## src/rtl/cic_comp_fir.sv

```systemverilog
// 15-tap symmetric CIC droop-compensation FIR.
// One folded pre-add/multiply/accumulate per cycle for 8 cycles, then round and saturate.
module cic_comp_fir #(
  parameter int IN_WIDTH   = 38,
  parameter int IN_SHIFT   = 20,
  parameter int DATA_WIDTH = 18,
  parameter int COEF_WIDTH = 16,
  parameter int ACC_WIDTH  = 38,
  parameter int OUT_SHIFT  = 8,
  parameter int OUT_WIDTH  = 16
) (
  input  logic                        clk,
  input  logic                        rst,
  input  logic                        nd,
  input  logic signed [IN_WIDTH-1:0]  din,
  output logic signed [OUT_WIDTH-1:0] dout,
  output logic                        rdy,
  output logic                        busy,
  output logic                        drop,
  output logic                        sat
);

  localparam int NTAPS      = 15;
  localparam int PRE_WIDTH  = DATA_WIDTH + 1;
  localparam int PROD_WIDTH = PRE_WIDTH + COEF_WIDTH;

  localparam logic [1:0] S_IDLE = 2'd0;
  localparam logic [1:0] S_MAC  = 2'd1;
  localparam logic [1:0] S_OUT  = 2'd2;

  localparam logic signed [ACC_WIDTH-1:0] ROUND_BIAS =
    {{(ACC_WIDTH-OUT_SHIFT){1'b0}}, 1'b1, {(OUT_SHIFT-1){1'b0}}};
  localparam logic signed [ACC_WIDTH-1:0] OUT_MAX =
    {{(ACC_WIDTH-OUT_WIDTH+1){1'b0}}, {(OUT_WIDTH-1){1'b1}}};
  localparam logic signed [ACC_WIDTH-1:0] OUT_MIN =
    {{(ACC_WIDTH-OUT_WIDTH+1){1'b1}}, {(OUT_WIDTH-1){1'b0}}};

  // Left half of the symmetric response; h[14-j] mirrors h[j].
  function automatic logic signed [COEF_WIDTH-1:0] coef(input logic [2:0] idx);
    logic signed [COEF_WIDTH-1:0] c;
    case (idx)
      3'd0:    c = COEF_WIDTH'(-1);
      3'd2:    c = COEF_WIDTH'(5);
      3'd4:    c = COEF_WIDTH'(-19);
      3'd6:    c = COEF_WIDTH'(78);
      3'd7:    c = COEF_WIDTH'(130);
      default: c = '0;
    endcase
    return c;
  endfunction

  logic [1:0]                   state_q, state_d;
  logic [2:0]                   idx_q, idx_d;
  logic signed [DATA_WIDTH-1:0] taps_q [NTAPS];
  logic signed [ACC_WIDTH-1:0]  acc_q, acc_d;
  logic signed [OUT_WIDTH-1:0]  dout_q, dout_d;
  logic                         rdy_q, rdy_d;
  logic                         busy_q, busy_d;
  logic                         drop_q, drop_d;
  logic                         sat_q, sat_d;
  logic                         shift_en;

  logic signed [DATA_WIDTH-1:0] x_new;
  logic [3:0]                   mirror_idx;
  logic signed [DATA_WIDTH-1:0] tap_lo, tap_hi;
  logic signed [PRE_WIDTH-1:0]  pre_sum;
  logic signed [PROD_WIDTH-1:0] product;
  logic signed [ACC_WIDTH-1:0]  rounded;

  // Truncating rescale: upper bits beyond DATA_WIDTH are assumed redundant sign bits.
  assign x_new      = DATA_WIDTH'(din >>> IN_SHIFT);
  assign mirror_idx = 4'd14 - {1'b0, idx_q};
  assign tap_lo     = taps_q[{1'b0, idx_q}];
  assign tap_hi     = (idx_q == 3'd7) ? '0 : taps_q[mirror_idx];
  assign pre_sum    = PRE_WIDTH'(tap_lo) + PRE_WIDTH'(tap_hi);
  assign product    = PROD_WIDTH'(pre_sum) * PROD_WIDTH'(coef(idx_q));
  assign rounded    = (acc_q + ROUND_BIAS) >>> OUT_SHIFT;

  // NOTE: every output of this block gets a default first, so no path leaves one unassigned (no latch).
  always_comb begin
    state_d  = state_q;
    idx_d    = idx_q;
    acc_d    = acc_q;
    dout_d   = dout_q;
    busy_d   = busy_q;
    rdy_d    = 1'b0;
    sat_d    = 1'b0;
    shift_en = 1'b0;
    drop_d   = drop_q | (nd & (state_q != S_IDLE));
    case (state_q)
      S_IDLE: begin
        if (nd) begin
          shift_en = 1'b1;
          acc_d    = '0;
          idx_d    = '0;
          busy_d   = 1'b1;
          state_d  = S_MAC;
        end
      end
      S_MAC: begin
        acc_d = acc_q + ACC_WIDTH'(product);
        idx_d = idx_q + 3'd1;
        if (idx_q == 3'd7) state_d = S_OUT;
      end
      S_OUT: begin
        if (rounded > OUT_MAX) begin
          dout_d = OUT_MAX[OUT_WIDTH-1:0];
          sat_d  = 1'b1;
        end else if (rounded < OUT_MIN) begin
          dout_d = OUT_MIN[OUT_WIDTH-1:0];
          sat_d  = 1'b1;
        end else begin
          dout_d = rounded[OUT_WIDTH-1:0];
        end
        rdy_d   = 1'b1;
        busy_d  = 1'b0;
        state_d = S_IDLE;
      end
      default: state_d = S_IDLE;
    endcase
  end

  // NOTE: the sample buffer is reset along with the rest of the state so the first outputs after reset are well defined.
  always_ff @(posedge clk or posedge rst) begin
    if (rst) begin
      state_q <= S_IDLE;
      idx_q   <= '0;
      acc_q   <= '0;
      dout_q  <= '0;
      rdy_q   <= 1'b0;
      busy_q  <= 1'b0;
      drop_q  <= 1'b0;
      sat_q   <= 1'b0;
      for (int i = 0; i < NTAPS; i++) taps_q[i] <= '0;
    end else begin
      // NOTE: non-blocking assignments so every register samples pre-edge values.
      state_q <= state_d;
      idx_q   <= idx_d;
      acc_q   <= acc_d;
      dout_q  <= dout_d;
      rdy_q   <= rdy_d;
      busy_q  <= busy_d;
      drop_q  <= drop_d;
      sat_q   <= sat_d;
      if (shift_en) begin
        taps_q[0] <= x_new;
        for (int i = 1; i < NTAPS; i++) taps_q[i] <= taps_q[i-1];
      end
    end
  end

  assign dout = dout_q;
  assign rdy  = rdy_q;
  assign busy = busy_q;
  assign drop = drop_q;
  assign sat  = sat_q;

endmodule

```

## config.mk

```make
export PLATFORM = sky130hd
export DESIGN_NAME = cic_comp_fir
export DESIGN_NICKNAME = d
export VERILOG_FILES = /design/src/rtl/cic_comp_fir.sv
export SDC_FILE = /design/constraint.sdc
export NUM_CORES = 2
export LEC_CHECK = 0
export BUFFER_PORTS_ARGS = -buffer_cell sky130_fd_sc_hd__buf_2
export CORE_AREA = 2 2 277 279
export CTS_CLUSTER_SIZE = 16
export DETAILED_ROUTE_END_ITERATION = 7
export DIE_AREA = 0 0 279 281
export GPL_TIMING_DRIVEN = 1
export SETUP_SLACK_MARGIN = 0.15
export SLEW_MARGIN = 0
export SYNTH_ARGS = -nofsm -noshare
export SYNTH_HDL_FRONTEND = slang
export SYNTH_SLANG_ARGS = --single-unit
```

## constraint.sdc

```tcl
create_clock -name clk -period 28.5 [get_ports clk]
set_clock_uncertainty 0.1 [all_clocks]
set_input_delay 5.7 -clock clk [delete_from_list [all_inputs] [get_ports clk]]
set_output_delay 5.7 -clock clk [all_outputs]
set_load 0.1 [all_outputs]
```

# ---- After elaboration in Yosys (flattened, before gate mapping)
# Index checks and enable logic that the tools add are counted.
dict set report word_totals {
  ff_bits 333
  input_bits 41
  word_cells 78
  out_inout_bits 20
}
dict set report classes {
  n_lt_le_gt_ge 4
  reduce_logical 8
  add_sub_neg 5
  n_mul 1
  eq_ne 8
  bitwise 4
  n_mux 25
}
# op count
set ops {}
lappend ops {{18-bit binary-select mux with 4-bit select} 2}
lappend ops {{18-bit 2-to-1 mux} 5}
lappend ops {{16-bit one-hot mux with 5 select lines} 1}
lappend ops {{38-bit one-hot mux with 2 select lines} 1}
lappend ops {{38-bit by 35-bit adder with 38-bit output} 1}
lappend ops {{38-bit by 9-bit adder with 38-bit output (second input constant)} 1}
lappend ops {{38-bit 2-to-1 mux} 1}
lappend ops {{19-bit by 16-bit multiplier with 35-bit output} 1}
lappend ops {{16-bit 2-to-1 mux} 2}
lappend ops {{30-bit by 16-bit > comparator with 1-bit output (second input constant)} 1}
lappend ops {{30-bit by 16-bit < comparator with 1-bit output (second input constant)} 1}
lappend ops {{18-bit by 18-bit adder with 19-bit output} 1}
lappend ops {{5-bit greater-or-equal comparator (second input constant)} 2}
lappend ops {{3-bit equality test (second input constant)} 3}
lappend ops {{1-bit 2-to-1 mux} 7}
lappend ops {{3-bit one-hot mux with 2 select lines} 1}
lappend ops {{2-bit AND reduction} 3}
lappend ops {{2-bit nonzero test} 3}
lappend ops {{3-bit inverter with 5-bit output} 1}
lappend ops {{4-bit inverter with 5-bit output} 1}
lappend ops {{2-bit 2-to-1 mux} 2}
lappend ops {{2-bit != test (second input constant)} 2}
lappend ops {{2-bit one-hot mux with 2 select lines} 1}
lappend ops {{4-bit by 3-bit subtractor with 4-bit output (first input constant)} 1}
lappend ops {{other kinds (10)} 10}

# ---- Longest topological paths before layout
dict set report logic_depth {
  ltp_word 10
  depth_mapped 51
  mapped_depth_nobuf 44
}

# ---- Worst setup path after synthesis
# OpenSTA, ideal clock, no wires.
dict set report synth_path {
  kind {reg2reg}
  from {register idx_q[0]}
  to {register acc_q[37]}
  setup_time_ps 136
  t_arrival_ps 11592
  required_ps 28264
  n_path_buf 8
  setup_slack_ps 16672
  stages_incl_launch_ff 47
  period_less_slack_ps 11828
  cell_sequence {dfrtp_1 -> clkbuf_1 -> buf_1 -> clkbuf_1 -> clkbuf_1 -> inv_1 -> ha_1 -> clkbuf_1 -> buf_2 -> clkbuf_1 -> buf_1 -> a211oi_1 -> a21oi_1 -> a21oi_1 -> nor2_1 -> ha_1 -> inv_1 -> fa_1 -> [11 not listed] -> inv_1 -> fa_1 -> inv_1 -> fa_1 -> fa_1 -> inv_1 -> fa_1 -> inv_1 -> ha_1 -> a21o_1 -> a21o_1 -> a21o_1 -> nand4_1 -> o21ai_0 -> a211o_1 -> a41o_1 -> xnor2_1 -> o21ai_0}
}
dict set report synth_via {
  elab_chain_len 10
  elab_cells_between_ends 20
  classes_between {add/sub: 3; mul: 1; eq/ne: 4; mux: 9; bitwise: 2; reduce/logical: 1}
}
# item line
set synth_lines {}
lappend synth_lines {{from (decl)} 53} ;# logic [2:0] idx_q, idx_d;
lappend synth_lines {{from (signal assigned)} 138} ;# idx_q <= idx_d;
lappend synth_lines {{4-bit by 3-bit subtractor with 4-bit output} 72} ;# assign mirror_idx = 4'd14 - {1'b0, idx_q};
lappend synth_lines {{4-bit inverter with 5-bit output (implied by the code)} 74} ;# assign tap_hi = (idx_q == 3'd7) ? '0 : taps_q[mirror_idx];
lappend synth_lines {{18-bit binary-select mux with 4-bit select} 74}
lappend synth_lines {{18-bit 2-to-1 mux (implied by the code) (2 in a row)} 74}
lappend synth_lines {{18-bit 2-to-1 mux} 74}
lappend synth_lines {{18-bit by 18-bit adder with 19-bit output} 75} ;# assign pre_sum = PRE_WIDTH'(tap_lo) + PRE_WIDTH'(tap_hi);
lappend synth_lines {{19-bit by 16-bit multiplier with 35-bit output *} 76} ;# assign product = PROD_WIDTH'(pre_sum) * PROD_WIDTH'(coef(idx_q));
lappend synth_lines {{38-bit by 35-bit adder with 38-bit output *} 101} ;# acc_d = acc_q + ACC_WIDTH'(product);
lappend synth_lines {{38-bit one-hot mux with 2 select lines *} 90} ;# case (state_q)
lappend synth_lines {{to (signal assigned)} 128} ;# acc_q <= '0;
lappend synth_lines {{to (signal assigned)} 139} ;# acc_q <= acc_d;
lappend synth_lines {{to (decl)} 55} ;# logic signed [ACC_WIDTH-1:0] acc_q, acc_d;
# Every way passes the cells marked *; elsewhere a longest branch is shown, timed or not. The select of a mux whose other input is x is not followed.
# A chain may end at the register's enable or synchronous reset.

# ---- Final worst setup path
dict set report layout_path {
  from {register idx_q[0]}
  to {register acc_q[30]}
}
# Same word-level chain as after synthesis.

==> metrics.md <==
| Metric | Value |
|---|---|
| Slowest cell on crit path | ha_4 |
| Drt wl/cell | 16.8 um |
| Largest net degree at the start of global routing | 142 |
| Outcome | finished clean |
| Drt first-iter violations | 1,549 |
| Post-synthesis mux area share | 0.0770 |
| Data required time of the worst path | 28,890 ps |
| Post-Synth Adder-Cell Area | 0.281 |
| Mapped Cells | 3,329 |
| Worst setup EP type | register |
| WL final | 72,000 um |
| Root Driver | clkbuf_16 |
| Min-Delay Endpoint | drop |
| End of the worst register-to-register path | acc_q[30] |
| Die ar. | 0.0784 mm^2 |
| Net Count, Synth | 3,847 |
| Clock Latency Late Sink | 600 ps |
| Syn avg cell area | 8.98 um^2 |
| Core Box Area | 0.0754 mm^2 |
| Initial antenna violation count | 1 |
| RSZ-0062 raised after global routing | no |
| Gr usage total | 0.190 |
| Final Max Slew Viols | 0 |
| Critical path arrival | 13,110 ps |
| Max_slew headroom | 0.254 |
| Tmin final | 12,730 ps |
| IO Port Bufs | 40 |
| Multi-input gate area | 0.0193 mm^2 |
| Period utilization | 0.447 |
| Post-synth top area cell | dfrtp_1 |
| Post-DP HPWL | 52,500 um |
| Share of flip-flops with an asynchronous set or reset | 1.00 |
| Highest clock rate | 0.0786 GHz |
| Synth Area in XOR/XNOR | 0.0278 |
| Clock Tree Buf Depth | 3 |
| Post-synth top cells | nand2_1, inv_1, dfrtp_1 |
| DRC | 0 |
| Worst-margin pin slew | 1120 ps |
| Chip Height | 281 um |
| Worst path max stage delay | 840 ps |
| Via Count | 21,900 |
| Top cell type's share of synthesized area | 0.279 |
| Via/cell ratio | 5.09 |
| Ys flop type | dfrtp_1 |
| NumNets Final | 3,801 |
| Initial Utilization | 0.396 |
| Filler cells | 7,387 |
| Post-Synth Simple-Gate Area | 0.185 |
| Detail Route Antenna Nets | 0 |
| First-pass GRT wire length | 120,000 um |
| # IOs | 61 |
| Final Hold Viols | 0 |
| Largest family of logic cells by synthesized area | adder cells |
| 1st-pass router iterations | 5 |
| Post-CTS Resized | 0 |
| Critical path class | register to register |
| CP max FO | 45 |
| Most frequent cell on the critical path | fa_1 |
| Number of flops mapped to enable cells by yosys | 0 |
| Crit Reg-Reg Startpoint | idx_q[0] |
| Layout Cells excl Fill | 4,290 |
| Class of the worst hold path | register to register |
| Hold path depth | 1 |
| Mapped Area | 0.0299 mm^2 |
| R2r setup slk | 15,770 ps |
| CTS tree | yes |
| Post-synthesis compound-gate area fraction | 0.0725 |
| Vias in the first global route | 21,900 |
| # setup viols final | 0 |
| Hold_buf cts | 0 |
| R2R depth | 34 |
| H-tree depth | 2 |
| Crit path launch type | register |
| Area growth syn-to-layout | 8.13% |
| Total grt overflow | 0 |
| Fraction of layout cells with a size suffix above 1 | 0.0761 |
| Site Rows | 101 |
| Diodes inserted | 0 |
| TritonCTS Buffers | 38 |
| Distinct cells, synth | 74 |
| Seq/Total Area, Yosys | 0.279 |
| Flip-flop and latch count after synthesis | 333 |
| Post-CTS setup buffer count | 0 |
| # Max-Cap Violations | 0 |
| Yosys warns | 0 |
| Placed cells | 4,221 |
| Area taken by flip-flops and latches | 0.00834 mm^2 |
| Synth top area cells | dfrtp_1, fa_1, nand2_1, mux4_2, ha_1 |
| Die width | 279 um |
| Clock transition at path regs | 80 ps |
| Worst Min Path Start | drop |
| Routability Congestion | 0.897 |
| Setup TNS | 0 ps |
| Cell with the most instances after synthesis | nand2_1 |
| CTS sink cnt | 333 |
area by class of cell:
cell class                      instances  area share
Multi-Input combinational cell       2384       0.596
Tap cell                              978      0.0378
Timing Repair Buffer                   73      0.0142
Inverter                              453      0.0528
Clock buffer                           54      0.0340
Sequential cell                       333       0.258
Clock inverter                         15     0.00681
kinds of logic (layout without fill, tap and decap cells):
kind of cell	after synthesis	count (layout)
AND/OR/NAND/NOR	1362	1362
buffers and inverters	612	595
adder cells (fa/ha/maj)	477	477
flip-flops	333	333
AO/OA/AOI/OAI	325	325
multiplexers	125	125
XOR/XNOR	95	95
metrics by stage:
| stage | util | worst slack (ps) | hold slack [ps] | area (um^2) |
|---|---|---|---|---|
| after global placement | 0.411 | 15680 | 350 | 31000 |
| after global routing | 0.429 | 14870 | 382 | 32300 |
| final | 0.429 | 15770 | 358 | 32300 |
| after CTS | 0.429 | 15690 | 367 | 32300 |
| after detailed placement | 0.411 | 15680 | 353 | 31000 |
| after floorplan | - | 13480 | 345 | 29900 |
per-layer routing:
metal / GRT usage / part of all wire / vias up
li1: - / - / 10500
met1: 0.269 / 0.47 / 10800
met2: 0.298 / 0.45 / 440
met3: 0.0373 / 0.057 / 107
met4: 0.0525 / 0.027 / 2
met5: 0 / 0.00018 / -
critical path, delay by kind of cell, from the launching register on:
family / cells / cell delay (ps)
muxes: 1 / 570
DFF: 1 / 780
adders and majority gates: 9 / 4690
buffers and inverters: 5 / 1010
and+or+nand+nor: 8 / 2250
AOI/OAI and AO/OA: 11 / 3120
state kept, by name, indices dropped and copies added (netlist names):
register / count
acc_q: 38
busy: 1
dout: 16
drop: 1
idx_q: 3
rdy: 1
sat: 1
state_q: 2
taps_q: 270
cells in the final DEF, fill, tap and decap left out, drive strengths merged, types with 63 or more instances in the layout:
cell type  count
mux4          84
nor2         214
o21ai         63
nand2        962
a21oi         84
buf           73
ha           151
fa           326
inv          454
dfrtp        333
how the worst max path moves through the flow:
| stage | cells after the start | end | slack [ps] | from |
|---|---|---|---|---|
| final | 34 | acc_q[30] | 15770 | idx_q[0] |
| after global routing | 35 | acc_q[36] | 14870 | idx_q[0] |
| after CTS | 35 | acc_q[36] | 15690 | idx_q[0] |
| after detailed placement | 35 | acc_q[36] | 15680 | idx_q[0] |
| after global placement | 34 | acc_q[30] | 15680 | idx_q[0] |
| after floorplan | 1 | acc_q[0] | 13480 | rst |
Power is not shown: default switching activity piles up to over one toggle a cycle in this logic, so the estimate is an artifact.
